$ cat src/rtl/fb_pkg.sv
// Shared framebuffer geometry, pixel/address types and the draw command format.
package fb_pkg;

    localparam int FB_W      = 160;
    localparam int FB_H      = 120;
    localparam int FB_PIXELS = FB_W * FB_H;
    localparam int ADDR_W    = 15;
    localparam int PIX_W     = 12;

    typedef logic [PIX_W-1:0]  colour_t;
    typedef logic [ADDR_W-1:0] fb_addr_t;

    typedef enum logic {IDLE, CLEAR} arb_state_t;

    typedef struct packed {
        fb_addr_t addr;
        colour_t  colour;
    } draw_cmd_t;

    localparam int       CMD_W     = $bits(draw_cmd_t);
    localparam fb_addr_t LAST_ADDR = fb_addr_t'(FB_PIXELS - 1);

endpackage

$ cat src/rtl/fb_draw_fifo.sv
// Synchronous draw-command FIFO; rd_data shows the head with zero latency.
// Writes while full and reads while empty are ignored; full drives upstream backpressure.
module fb_draw_fifo
    import fb_pkg::*;
#(
    parameter int DEPTH = 4
) (
    input  logic             clk,
    input  logic             reset,
    input  logic             wr_en,
    input  logic [CMD_W-1:0] wr_data,
    input  logic             rd_en,
    output logic [CMD_W-1:0] rd_data,
    output logic             full,
    output logic             empty
);

    localparam int PW = $clog2(DEPTH);

    // One extra pointer bit distinguishes full from empty when the indices match.
    logic [PW:0]      wr_ptr;
    logic [PW:0]      rd_ptr;
    logic [CMD_W-1:0] mem [DEPTH];

    assign empty   = (wr_ptr == rd_ptr);
    assign full    = (wr_ptr[PW] != rd_ptr[PW]) && (wr_ptr[PW-1:0] == rd_ptr[PW-1:0]);
    assign rd_data = mem[rd_ptr[PW-1:0]];

    always_ff @(posedge clk) begin
        if (!reset) begin
            wr_ptr <= '0;
            rd_ptr <= '0;
        end else begin
            if (wr_en && !full) begin
                wr_ptr <= wr_ptr + {{PW{1'b0}}, 1'b1};
            end
            if (rd_en && !empty) begin
                rd_ptr <= rd_ptr + {{PW{1'b0}}, 1'b1};
            end
        end
    end

    always_ff @(posedge clk) begin
        if (wr_en && !full) begin
            mem[wr_ptr[PW-1:0]] <= wr_data;
        end
    end

endmodule

$ cat src/rtl/fb_port_arbiter.sv
// Framebuffer RAM port arbiter: scanout reads > canvas clear > queued draws; reads return 2 cycles after request.
// Draws backpressure through draw_ready (FIFO full); FB_BOUNDS_CHECK_EN drops and counts out-of-range draws.
module fb_port_arbiter
    import fb_pkg::*;
#(
    parameter int DRAW_DEPTH = 4
) (
    input  logic              clk,
    input  logic              reset,
    input  logic              disp_rd_req,
    input  logic [ADDR_W-1:0] disp_rd_addr,
    output logic              disp_rd_valid,
    output logic [PIX_W-1:0]  disp_rd_data,
    input  logic              draw_valid,
    output logic              draw_ready,
    input  logic [ADDR_W-1:0] draw_addr,
    input  logic [PIX_W-1:0]  draw_colour,
    input  logic              clear_start,
    input  logic [PIX_W-1:0]  clear_colour,
    output logic              clear_busy,
    output logic              clear_done,
    output logic [ADDR_W-1:0] ram_addr,
    output logic              ram_we,
    output logic [PIX_W-1:0]  ram_wdata,
    input  logic [PIX_W-1:0]  ram_rdata,
    output logic [7:0]        drop_count
);

    arb_state_t       state;
    fb_addr_t         clr_ptr;
    colour_t          clear_colour_q;
    logic             rd_pipe;
    logic             fifo_full;
    logic             fifo_empty;
    logic             fifo_pop;
    logic             head_ok;
    logic [CMD_W-1:0] head_bits;
    draw_cmd_t        head;
    draw_cmd_t        push_cmd;

    assign push_cmd   = '{addr: draw_addr, colour: draw_colour};
    assign head       = draw_cmd_t'(head_bits);
    assign draw_ready = !fifo_full;
    // Draws drain only when neither a scanout read nor a clear owns the port.
    assign fifo_pop   = !fifo_empty && (state == IDLE) && !disp_rd_req;
    // RAM read data is already aligned with disp_rd_valid.
    assign disp_rd_data = ram_rdata;

    fb_draw_fifo #(
        .DEPTH(DRAW_DEPTH)
    ) u_draw_fifo (
        .clk    (clk),
        .reset  (reset),
        .wr_en  (draw_valid),
        .wr_data(push_cmd),
        .rd_en  (fifo_pop),
        .rd_data(head_bits),
        .full   (fifo_full),
        .empty  (fifo_empty)
    );

`ifdef FB_BOUNDS_CHECK_EN
    logic [7:0] drop_q;

    assign head_ok    = (head.addr < fb_addr_t'(FB_PIXELS));
    assign drop_count = drop_q;

    always_ff @(posedge clk) begin
        if (!reset) begin
            drop_q <= '0;
        end else if (fifo_pop && !head_ok && (drop_q != 8'hFF)) begin
            drop_q <= drop_q + 8'd1;
        end
    end
`else
    assign head_ok    = 1'b1;
    assign drop_count = '0;
`endif

    always_ff @(posedge clk) begin
        if (!reset) begin
            state          <= IDLE;
            clr_ptr        <= '0;
            clear_colour_q <= '0;
            clear_busy     <= 1'b0;
            clear_done     <= 1'b0;
            rd_pipe        <= 1'b0;
            disp_rd_valid  <= 1'b0;
            ram_addr       <= '0;
            ram_we         <= 1'b0;
            ram_wdata      <= '0;
        end else begin
            rd_pipe       <= disp_rd_req;
            disp_rd_valid <= rd_pipe;
            clear_done    <= 1'b0;
            ram_we        <= 1'b0;

            if (disp_rd_req) begin
                ram_addr <= disp_rd_addr;
            end else if (state == CLEAR) begin
                ram_we    <= 1'b1;
                ram_addr  <= clr_ptr;
                ram_wdata <= clear_colour_q;
            end else if (fifo_pop && head_ok) begin
                ram_we    <= 1'b1;
                ram_addr  <= head.addr;
                ram_wdata <= head.colour;
            end

            case (state)
                IDLE: begin
                    if (clear_start) begin
                        state          <= CLEAR;
                        clear_colour_q <= clear_colour;
                        clr_ptr        <= '0;
                        clear_busy     <= 1'b1;
                    end
                end
                CLEAR: begin
                    // The pointer moves only on cycles the clear actually wrote.
                    if (!disp_rd_req) begin
                        if (clr_ptr == LAST_ADDR) begin
                            state      <= IDLE;
                            clear_busy <= 1'b0;
                            clear_done <= 1'b1;
                        end else begin
                            clr_ptr <= clr_ptr + fb_addr_t'(1);
                        end
                    end
                end
                default: state <= IDLE;
            endcase
        end
    end

endmodule
$ cat config.mk
export PLATFORM = sky130hd
export DESIGN_NAME = fb_port_arbiter
export DESIGN_NICKNAME = d
export VERILOG_FILES = /design/src/rtl/fb_pkg.sv /design/src/rtl/fb_draw_fifo.sv /design/src/rtl/fb_port_arbiter.sv
export SDC_FILE = /design/constraint.sdc
export NUM_CORES = 1
export LEC_CHECK = 0
export ABC_AREA = 1
export CAP_MARGIN = 20
export CORE_MARGIN = 2
export CORE_UTILIZATION = 49
export CTS_CLUSTER_SIZE = 10
export DETAILED_ROUTE_END_ITERATION = 7
export GPL_TIMING_DRIVEN = 0
export PLACE_DENSITY = 0.78
export SYNTH_ARGS = -nofsm -noshare
export SYNTH_HDL_FRONTEND = slang
export SYNTH_SLANG_ARGS = --single-unit
export TNS_END_PERCENT = 1
$ cat constraint.sdc
create_clock -name clk -period 2.5 [get_ports clk]
set_input_delay 0.25 -clock clk [delete_from_list [all_inputs] [get_ports clk]]
set_output_delay 0.25 -clock clk [all_outputs]
set_load 0.05 [all_outputs]
# Word level (Yosys, flattened, before mapping)
# Memory sizes are Yosys's and may differ from the RTL's. A register that Yosys moved wholly into a read port is not among the register bits.
# Cells that the tools add are included.
# totals
reg_bits	66
ram_bits	108
input_bits	71
output_inout_bits	52
wordCells	67
n_memories	1
# memory_table
memory	depth	width	rd	rd_ports_with_merged_regs	write_ports	line_no	source
u_draw_fifo.mem	4	27	1	1	1	fb_draw_fifo.sv:23	logic [CMD_W-1:0] mem [DEPTH];
# classes
n_addsub	3
eq_ne	8
muxes	24
bitwise	3
reduce_logical	16
# ops
cell	n
two-way mux 15 bit	6
case mux 15 bit (2 select lines)	1
two-way mux 12 bit	2
adder 15 x 1 -> 15 bit (second input constant)	1
== test 15 bit (second input constant)	1
two-way mux 1 bit	11
adder 3 x 1 -> 3 bit (second input constant)	2
inequality test 2 bit (second input constant)	3
AND reduction 3 bit	2
logical AND 1 bit	5
two-way mux 2 bit	2
case mux 1 bit (2 select lines)	2
AND reduction 2 bit	2
== test 3 bit	1
zero test 1 bit	3
inverter 1 bit	3
nonzero test 3 bit	1
OR reduction 3 bit	1
== test 2 bit	1
inequality test 2 x 1 -> 1 bit (second input constant)	1
nonzero test 2 bit	1
OR reduction 2 bit	1
inequality test 1 bit	1

# Longest topological paths before layout
# Gate-level depths: netlist (run 1).
# depth
depth_word	7
ltp_mapped	10

# By module
# From an unflattened synthesis (run 1), not the netlist that was laid out.
# unflattened
hier_cells	782
hier_area_um2	7588.5
# by_module_without_submodules
mod	instances	cells_each	area_each_um2	seq_area_each_um2
fb_draw_fifo	1	335	4498.1	3403.3
fb_port_arbiter	1	447	3090.5	1201.2

# Worst setup path after synthesis (run 1)
# No wires, ideal clock.
# synth_timing
kind	reg2reg
startpoint	register u_draw_fifo.wr_ptr[2]
endpoint	memory u_draw_fifo.mem[0][0] (netlist bit), enable pin
setup_time_ns	0.411
arrival_time_ns	2.179
t_required_ns	2.089
path_slack_ns	-0.090
stages_incl_launch_ff	5
period_less_slack_ns	2.590
path_cell_list	dfxtp_1 > xnor2_2 > nand3b_4 > nand2_2 > nor2_1
# synth_via
elab_chain_len	6
# synth_rtl
element	line_no	source
start: declaration	fb_draw_fifo.sv:21	logic [PW:0] wr_ptr;
start signal: assignment	fb_draw_fifo.sv:35	wr_ptr <= wr_ptr + {{PW{1'b0}}, 1'b1};
inequality test 1 bit	fb_draw_fifo.sv:26	assign full = (wr_ptr[PW] != rd_ptr[PW]) && (wr_ptr[PW-1:0] == rd_ptr[PW-1:0]);
logical AND 1 bit	fb_draw_fifo.sv:26	
zero test 1 bit	-	
via draw_ready	fb_port_arbiter.sv:15	output logic draw_ready,
logical AND 1 bit	fb_draw_fifo.sv:44	if (wr_en && !full) begin
two-way mux 1 bit	fb_draw_fifo.sv:44	
two-way mux 1 bit (implied by the code)	fb_draw_fifo.sv:45	mem[wr_ptr[PW-1:0]] <= wr_data;
end: declaration	fb_draw_fifo.sv:23	
# The timed path passes the listed nets, and every way through them passes these cells.

# Worst setup path after layout (run 1)
# layout_timing
startpoint	register u_draw_fifo.wr_ptr[2]
endpoint	output port draw_ready
# layout_via
elab_chain_len	3
# layout_rtl
element	line_no	source
inequality test 1 bit	fb_draw_fifo.sv:26	
logical AND 1 bit	fb_draw_fifo.sv:26	
zero test 1 bit	fb_port_arbiter.sv:43	assign draw_ready = !fifo_full;
end: declaration	fb_port_arbiter.sv:15	
# No other way between the ends.

==> results of run 1 <==
-- tightest hold or removal path, delay by kind of cell --
kind	cells	cell delay, ns
buf+inv	1	0.19
compound gates	2	0.16
simple gates	3	0.18
-- layer usage --
metal | vias up | GRT usage (%) | share of wire (%)
met1 | 2890 | 31.1 | 42
met4 | 0 | 9.45 | 2.2
li1 | 3070 | - | -
met5 | - | 0 | 0
met2 | 288 | 39.5 | 48
met3 | 34 | 4.22 | 7.9
-- synth_stat cells (all sizes together) --
master | number | area share (%)
a21boi | 3 | 0.29
a21oi | 32 | 2.2
and2 | 1 | 0.11
buf | 47 | 4.0
clkbuf | 13 | 0.62
conb | 1 | 0.048
dfxtp | 68 | 17
edfxtp | 108 | 41
ha | 6 | 0.96
inv | 82 | 3.9
nand2 | 190 | 9.4
nand3 | 30 | 2.1
nand3b | 1 | 0.26
nand4 | 5 | 0.40
nor2 | 168 | 8.2
nor3 | 3 | 0.19
o211ai | 10 | 0.96
o21ai | 96 | 6.1
o21bai | 1 | 0.096
o22ai | 2 | 0.16
xnor2 | 3 | 0.62
xor2 | 4 | 0.45
-- how the worst min path moves through the flow --
| stage | from | end | cells after the start | slack, ns |
|---|---|---|---|---|
| final | disp_rd_req | clr_ptr[10] | 6 | 0.39 |
| after global routing | disp_rd_req | clr_ptr[10] | 6 | 0.42 |
| after CTS | disp_rd_req | clr_ptr[10] | 6 | 0.36 |
| after detailed placement | rd_pipe | disp_rd_valid | 2 | 0.41 |
| after global placement | rd_pipe | disp_rd_valid | 2 | 0.40 |
| after floorplan | draw_colour[0] | u_draw_fifo.mem[0][0] | 0 | 0.35 |
-- logic make-up after synthesis --
logic type	Yosys count	share of synthesized area, %
fa+ha+maj	6	0.960
compound gates	144	9.88
xor+xnor	7	1.07
simple gates	398	20.7
other cells	1	0.0479
flops	176	58.9
buf+inv	142	8.51
-- stage by stage --
stage | setup TNS (ns) | cell area (um^2) | util [%]
finish | 0 | 9700 | 61.5
global route | 0 | 9700 | 61.5
CTS | 0 | 9700 | 61.5
detailed placement | 0 | 9160 | 58.1
global placement | -90.26 | 9130 | 57.9
floorplan | -9.76 | 7850 | -
-- layout make-up --
cell class                      instances  area, um^2  area share, %
Buffer                                 60         358           3.69
Clock buffer                           18         429           4.42
Clock inverter                         13         115           1.19
Inverter                               82         308           3.17
Multi-Input combinational cell        563        2610           26.9
Sequential cell                       176        4600           47.4
Tap cell                              216         270           2.78
Timing Repair Buffer                  101        1010           10.4
-- sequential cells by signal, summed over array words and instances, names as in the netlist, 3 cells and up, named ones only --
register and cells:
u_draw_fifo.rd_ptr 3, ram_wdata 12, u_draw_fifo.wr_ptr 3, ram_addr 15
clr_ptr 15, u_draw_fifo.mem 108, clear_colour_q 12
-- power by group through the flow --
| stage | sequential, uW | clock (uW) | combinational (uW) |
|---|---|---|---|
| 6_report | 3340 | 2480 | 1520 |
| 5_1_grt | 3350 | 2600 | 1650 |
| 4_1_cts | 3340 | 2490 | 1510 |
| 3_5_place_dp | 3400 | 0 | 1500 |
| 3_3_place_gp | 3400 | 0 | 1470 |
| 2_1_floorplan | 3620 | 0 | 742 |
==> flow_metrics.env, run 1 <==
export IMPL_layoutNonFillerInstCount=1229
export IMPL_power_switching_uw=2200
export IMPL_period_share_pct=93.8
export IMPL_rsz0062_at_grt="false"
export IMPL_postCtsSetupRepairBufs=0
export IMPL_area_growth_synth_to_final_pct=24.1
export IMPL_via_count=6282
export IMPL_netlist_area_mm2=0.00782
export IMPL_reg2reg_from="u_draw_fifo.wr_ptr[2]"
export IMPL_ir_worst_vdd_uv=531
export IMPL_drv_cap=0
export IMPL_antennaDiodeCount=0
export IMPL_fin_crit_ns=2.35
export IMPL_drv_slew=0
export IMPL_root_buffer="clkbuf_16"
export IMPL_die_area_mm2=0.0170
export IMPL_cp_depth=3
export IMPL_reg2reg_slack_ns=0.33
export IMPL_crit_start="u_draw_fifo.wr_ptr[2]"
export IMPL_reg2reg_depth=4
export IMPL_finalNetCount=1078
export IMPL_clkSlewWorstSetupHoldPaths_ns=0.06
export IMPL_p_sw_share_pct=30.0
export IMPL_hold_path_class="input port to register"
export IMPL_drt_iter0_drc=792
export IMPL_grt_pass1_vias=5776
export IMPL_p_clk_share_pct=33.8
export IMPL_grt_pass1_wl_um=29900
export IMPL_grt_usage_pct=23.7
export IMPL_drc=0
export IMPL_start_util_pct=49.6
export IMPL_cts_tree="built"
export IMPL_dp_worst_setup_slack_ns=0.331
export IMPL_fp_coreArea_mm2=0.0158
export IMPL_cp_required_ns=2.25
export IMPL_crit_buf_inv=1
export IMPL_cts_max_level=4
export IMPL_finalPower_uw=7330
export IMPL_numCtsBuffers=17
export IMPL_endpoint_kind="output port"
export IMPL_first_pass_iters=6
export IMPL_p_int_uw=5140
export IMPL_critPathKind="register to output port"
export IMPL_cp_data_arrival_time_ns=2.10
export IMPL_place_inst=1198
export IMPL_fin_skew_ns=0.00826
export IMPL_p_leak_uw=0.00390
export IMPL_nFillCells=1346
export IMPL_outcome="completed"
export IMPL_tightest_slew_ns=0.910
export IMPL_ios=123
export IMPL_layout_common_cells="184 x nand2_1, 162 x nor2_1, 108 x edfxtp_1"
export IMPL_setup_viol=0
export IMPL_syn_inst=874
export IMPL_hold_violations=0
export IMPL_die_w_um=130
export IMPL_holdWs_ns=0.391
export IMPL_timing_rr_end="u_draw_fifo.mem[0][1]"
export IMPL_seq_area_frac_synth_pct=58.9
export IMPL_die_h_um=130
export IMPL_io_buffers=101
export IMPL_slowest_stage="clkdlybuf4s50_1"
export IMPL_clock_path_buffers=2
export IMPL_clock_sinks=176
export IMPL_setup_ws_ns=0.154
export IMPL_drive_above_1_share_pct=9.48
export IMPL_combinationalPowerShare_pct=20.7
export IMPL_final_antenna_net_count=0
export IMPL_antenna_found_initial=0
export IMPL_postCtsHoldBufs=0
export IMPL_final_common_cell="nand2_1"
export IMPL_slew_headroom_pct=39.2
export IMPL_crit_path_start_kind="register"
export IMPL_syn_area_per_cell_um2=8.95
export IMPL_rows=46
export IMPL_seqPwrFrac_pct=45.5
export IMPL_clk_latency_ns=0.44
export IMPL_p_per_area_mw_per_mm2=756
export IMPL_gp_congestion=0.933
export IMPL_fmax_ghz=0.426
export IMPL_path_cells="xnor2_2 > nand3b_4 > clkdlybuf4s50_1"
export IMPL_synth_distinct_cells=35
export IMPL_crit_fanout=4
export IMPL_ys_seq_elements=176
export IMPL_avgViaCountPerCell=5.11
export IMPL_postCtsResizedCells=0
export IMPL_ys_warn_count=0
export IMPL_finalWirelength_um=19300
export IMPL_wl_per_cell_um=15.7
export IMPL_grt_overflow_total=0
export IMPL_cpPeakStageDelay_ns=0.80
export IMPL_grt_max_degree=28
export IMPL_cp_endpoint="draw_ready"
export IMPL_critPathTopFamily="buffers and inverters"
export IMPL_dpl_hpwl_um=13300
Note: power is estimated with default switching activity, not from simulation.
==> inputs of run 2 (changes only) <==
--- a/config.mk
+++ b/config.mk
@@ -8,11 +8,11 @@
 export ABC_AREA = 1
 export CAP_MARGIN = 20
 export CORE_MARGIN = 2
-export CORE_UTILIZATION = 49
+export CORE_UTILIZATION = 31
 export CTS_CLUSTER_SIZE = 10
 export DETAILED_ROUTE_END_ITERATION = 7
 export GPL_TIMING_DRIVEN = 0
-export PLACE_DENSITY = 0.78
+export PLACE_DENSITY = 0.54
 export SYNTH_ARGS = -nofsm -noshare
 export SYNTH_HDL_FRONTEND = slang
 export SYNTH_SLANG_ARGS = --single-unit
==> run 2 against run 1 <==
Wire length up 5.7%; non-clock buffer count up 1; largest power group unchanged; power up 1.2%; worst hold slack worse by 0.029 ns; via count down 4.2%; global-route usage down 7.9 points; flip-flop and latch count unchanged; die area up 56%; worst setup slack worse by 0.015 ns; register-to-register slack worse by 0.05 ns; critical endpoint unchanged.
==> flow_metrics.env, run 2 (synthesis gave the netlist of run 1 again) <==
export IMPL_endpoint_kind="output port"
export IMPL_fin_crit_ns=2.36
export IMPL_io_buffers=101
export IMPL_reg2reg_slack_ns=0.28
export IMPL_cp_data_arrival_time_ns=2.11
export IMPL_clock_path_buffers=2
export IMPL_fin_skew_ns=0.00961
export IMPL_cts_tree="built"
export IMPL_p_leak_uw=0.00391
export IMPL_met3_usage_pct=3.08
export IMPL_wl_per_cell_um=15.2
export IMPL_fmax_ghz=0.424
export IMPL_finalWirelength_um=20400
export IMPL_root_buffer="clkbuf_16"
export IMPL_final_antenna_net_count=0
export IMPL_clk_latency_ns=0.43
export IMPL_hold_violations=0
export IMPL_antenna_found_initial=0
export IMPL_crit_path_start_kind="register"
export IMPL_cpPeakStageDelay_ns=0.81
export IMPL_timing_rr_end="u_draw_fifo.mem[1][14]"
export IMPL_postCtsResizedCells=0
export IMPL_grt_pass1_vias=5678
export IMPL_grt_overflow_total=0
export IMPL_ios=123
export IMPL_clock_sinks=176
export IMPL_critPathKind="register to output port"
export IMPL_dpl_hpwl_um=14300
export IMPL_met2_usage_pct=26.1
export IMPL_cts_max_level=4
export IMPL_finalNetCount=1079
export IMPL_holdWs_ns=0.361
export IMPL_drive_above_1_share_pct=9.66
export IMPL_numCtsBuffers=17
export IMPL_cp_required_ns=2.25
export IMPL_first_pass_iters=5
export IMPL_rows=58
export IMPL_clkSlewWorstSetupHoldPaths_ns=0.07
export IMPL_die_w_um=163
export IMPL_nFillCells=2496
export IMPL_whs_endpoint="u_draw_fifo.rd_ptr[2]"
export IMPL_outcome="completed"
export IMPL_grt_usage_pct=15.8
export IMPL_drv_cap=0
export IMPL_grt_max_degree=28
export IMPL_area_growth_synth_to_final_pct=26.3
export IMPL_use_met1_pct=21.1
export IMPL_slew_headroom_pct=36.0
export IMPL_crit_fanout=4
export IMPL_start_util_pct=31.3
export IMPL_top_usage_layer="met2"
export IMPL_postCtsHoldBufs=0
export IMPL_grt_pass1_wl_um=31500
export IMPL_die_h_um=163
export IMPL_gp_congestion=0.825
export IMPL_min_path_cells=4
export IMPL_period_share_pct=94.4
export IMPL_reg2reg_depth=4
export IMPL_slowest_stage="clkdlybuf4s50_1"
export IMPL_die_area_mm2=0.0265
export IMPL_ir_worst_vdd_uv=378
export IMPL_tightest_slew_ns=0.957
export IMPL_drt_iter0_drc=523
export IMPL_drc=0
export IMPL_layout_common_cells="184 x nand2_1, 162 x nor2_1, 108 x edfxtp_1"
export IMPL_postCtsSetupRepairBufs=0
export IMPL_rsz0062_at_grt="false"
export IMPL_avgViaCountPerCell=4.47
export IMPL_antennaDiodeCount=0
export IMPL_drv_slew=0
export IMPL_hold_path_class="input port to register"
export IMPL_largest_reg_flops=108
export IMPL_setup_viol=0
export IMPL_hp_start="disp_rd_req"
export IMPL_reg2reg_from="u_draw_fifo.wr_ptr[2]"
export IMPL_p_per_area_mw_per_mm2=751
export IMPL_via_count=6016
export IMPL_finalSetupTns_ns=0
export IMPL_fp_coreArea_mm2=0.0250
export IMPL_finalPower_uw=7420
export IMPL_path_cells="xnor2_2 > nand3b_4 > clkdlybuf4s50_1"
export IMPL_final_common_cell="nand2_1"
[run 2: worst max-delay path by stage]
stage | startpoint | endpoint | slack (ns)
4_1_cts | u_draw_fifo.wr_ptr[2] | draw_ready | 0.12
6_report | u_draw_fifo.wr_ptr[2] | draw_ready | 0.14
3_3_place_gp | u_draw_fifo.wr_ptr[2] | u_draw_fifo.mem[0][26] | -1.04
2_1_floorplan | u_draw_fifo.wr_ptr[2] | u_draw_fifo.mem[0][0] | -0.09
5_1_grt | u_draw_fifo.wr_ptr[2] | draw_ready | 0.06
3_5_place_dp | u_draw_fifo.wr_ptr[2] | u_draw_fifo.mem[2][17] | 0.25
[run 2: per-layer routing]
layer,share of wire [%],vias to the layer above
met3,4.4,16
met2,47,148
li1,-,3072
met4,1.4,0
met5,0,-
met1,47,2780
[run 2: final cells by class]
cell class                      instances  area, um^2  share of cell area [%]
Buffer                                 60         358                    3.62
Clock buffer                           19         433                    4.38
Clock inverter                         13         126                    1.28
Inverter                               82         308                    3.11
Multi-Input combinational cell        563        2610                    26.4
Sequential cell                       176        4600                    46.6
Tap cell                              330         413                    4.18
Timing Repair Buffer                  102        1030                    10.4
[run 2: through the flow]
stage / util, % / setup WS, ns / instance area [um^2] / instances
floorplan: - / -0.0904 / 7850 / 881
global placement: 37.1 / -1.04 / 9270 / 1312
detailed placement: 37.3 / 0.248 / 9320 / 1313
CTS: 39.6 / 0.120 / 9880 / 1345
global route: 39.6 / 0.0559 / 9880 / 1345
finish: 39.6 / 0.140 / 9880 / 1345
[run 2: report_power, final]
part           internal (uW)  leakage, uW  total (uW)  switching, uW
registers               3260      0.00155        3340           73.8
logic                    513      0.00209        1520           1010
clock network           1400     0.000271        2560           1170
[run 2: worst max-delay path, delay by kind of cell, from the launching register on]
kind          cells  cell delay (ns)
flops             1             0.36
xor+xnor          1             0.29
buf+inv           1             0.81
simple gates      1             0.23
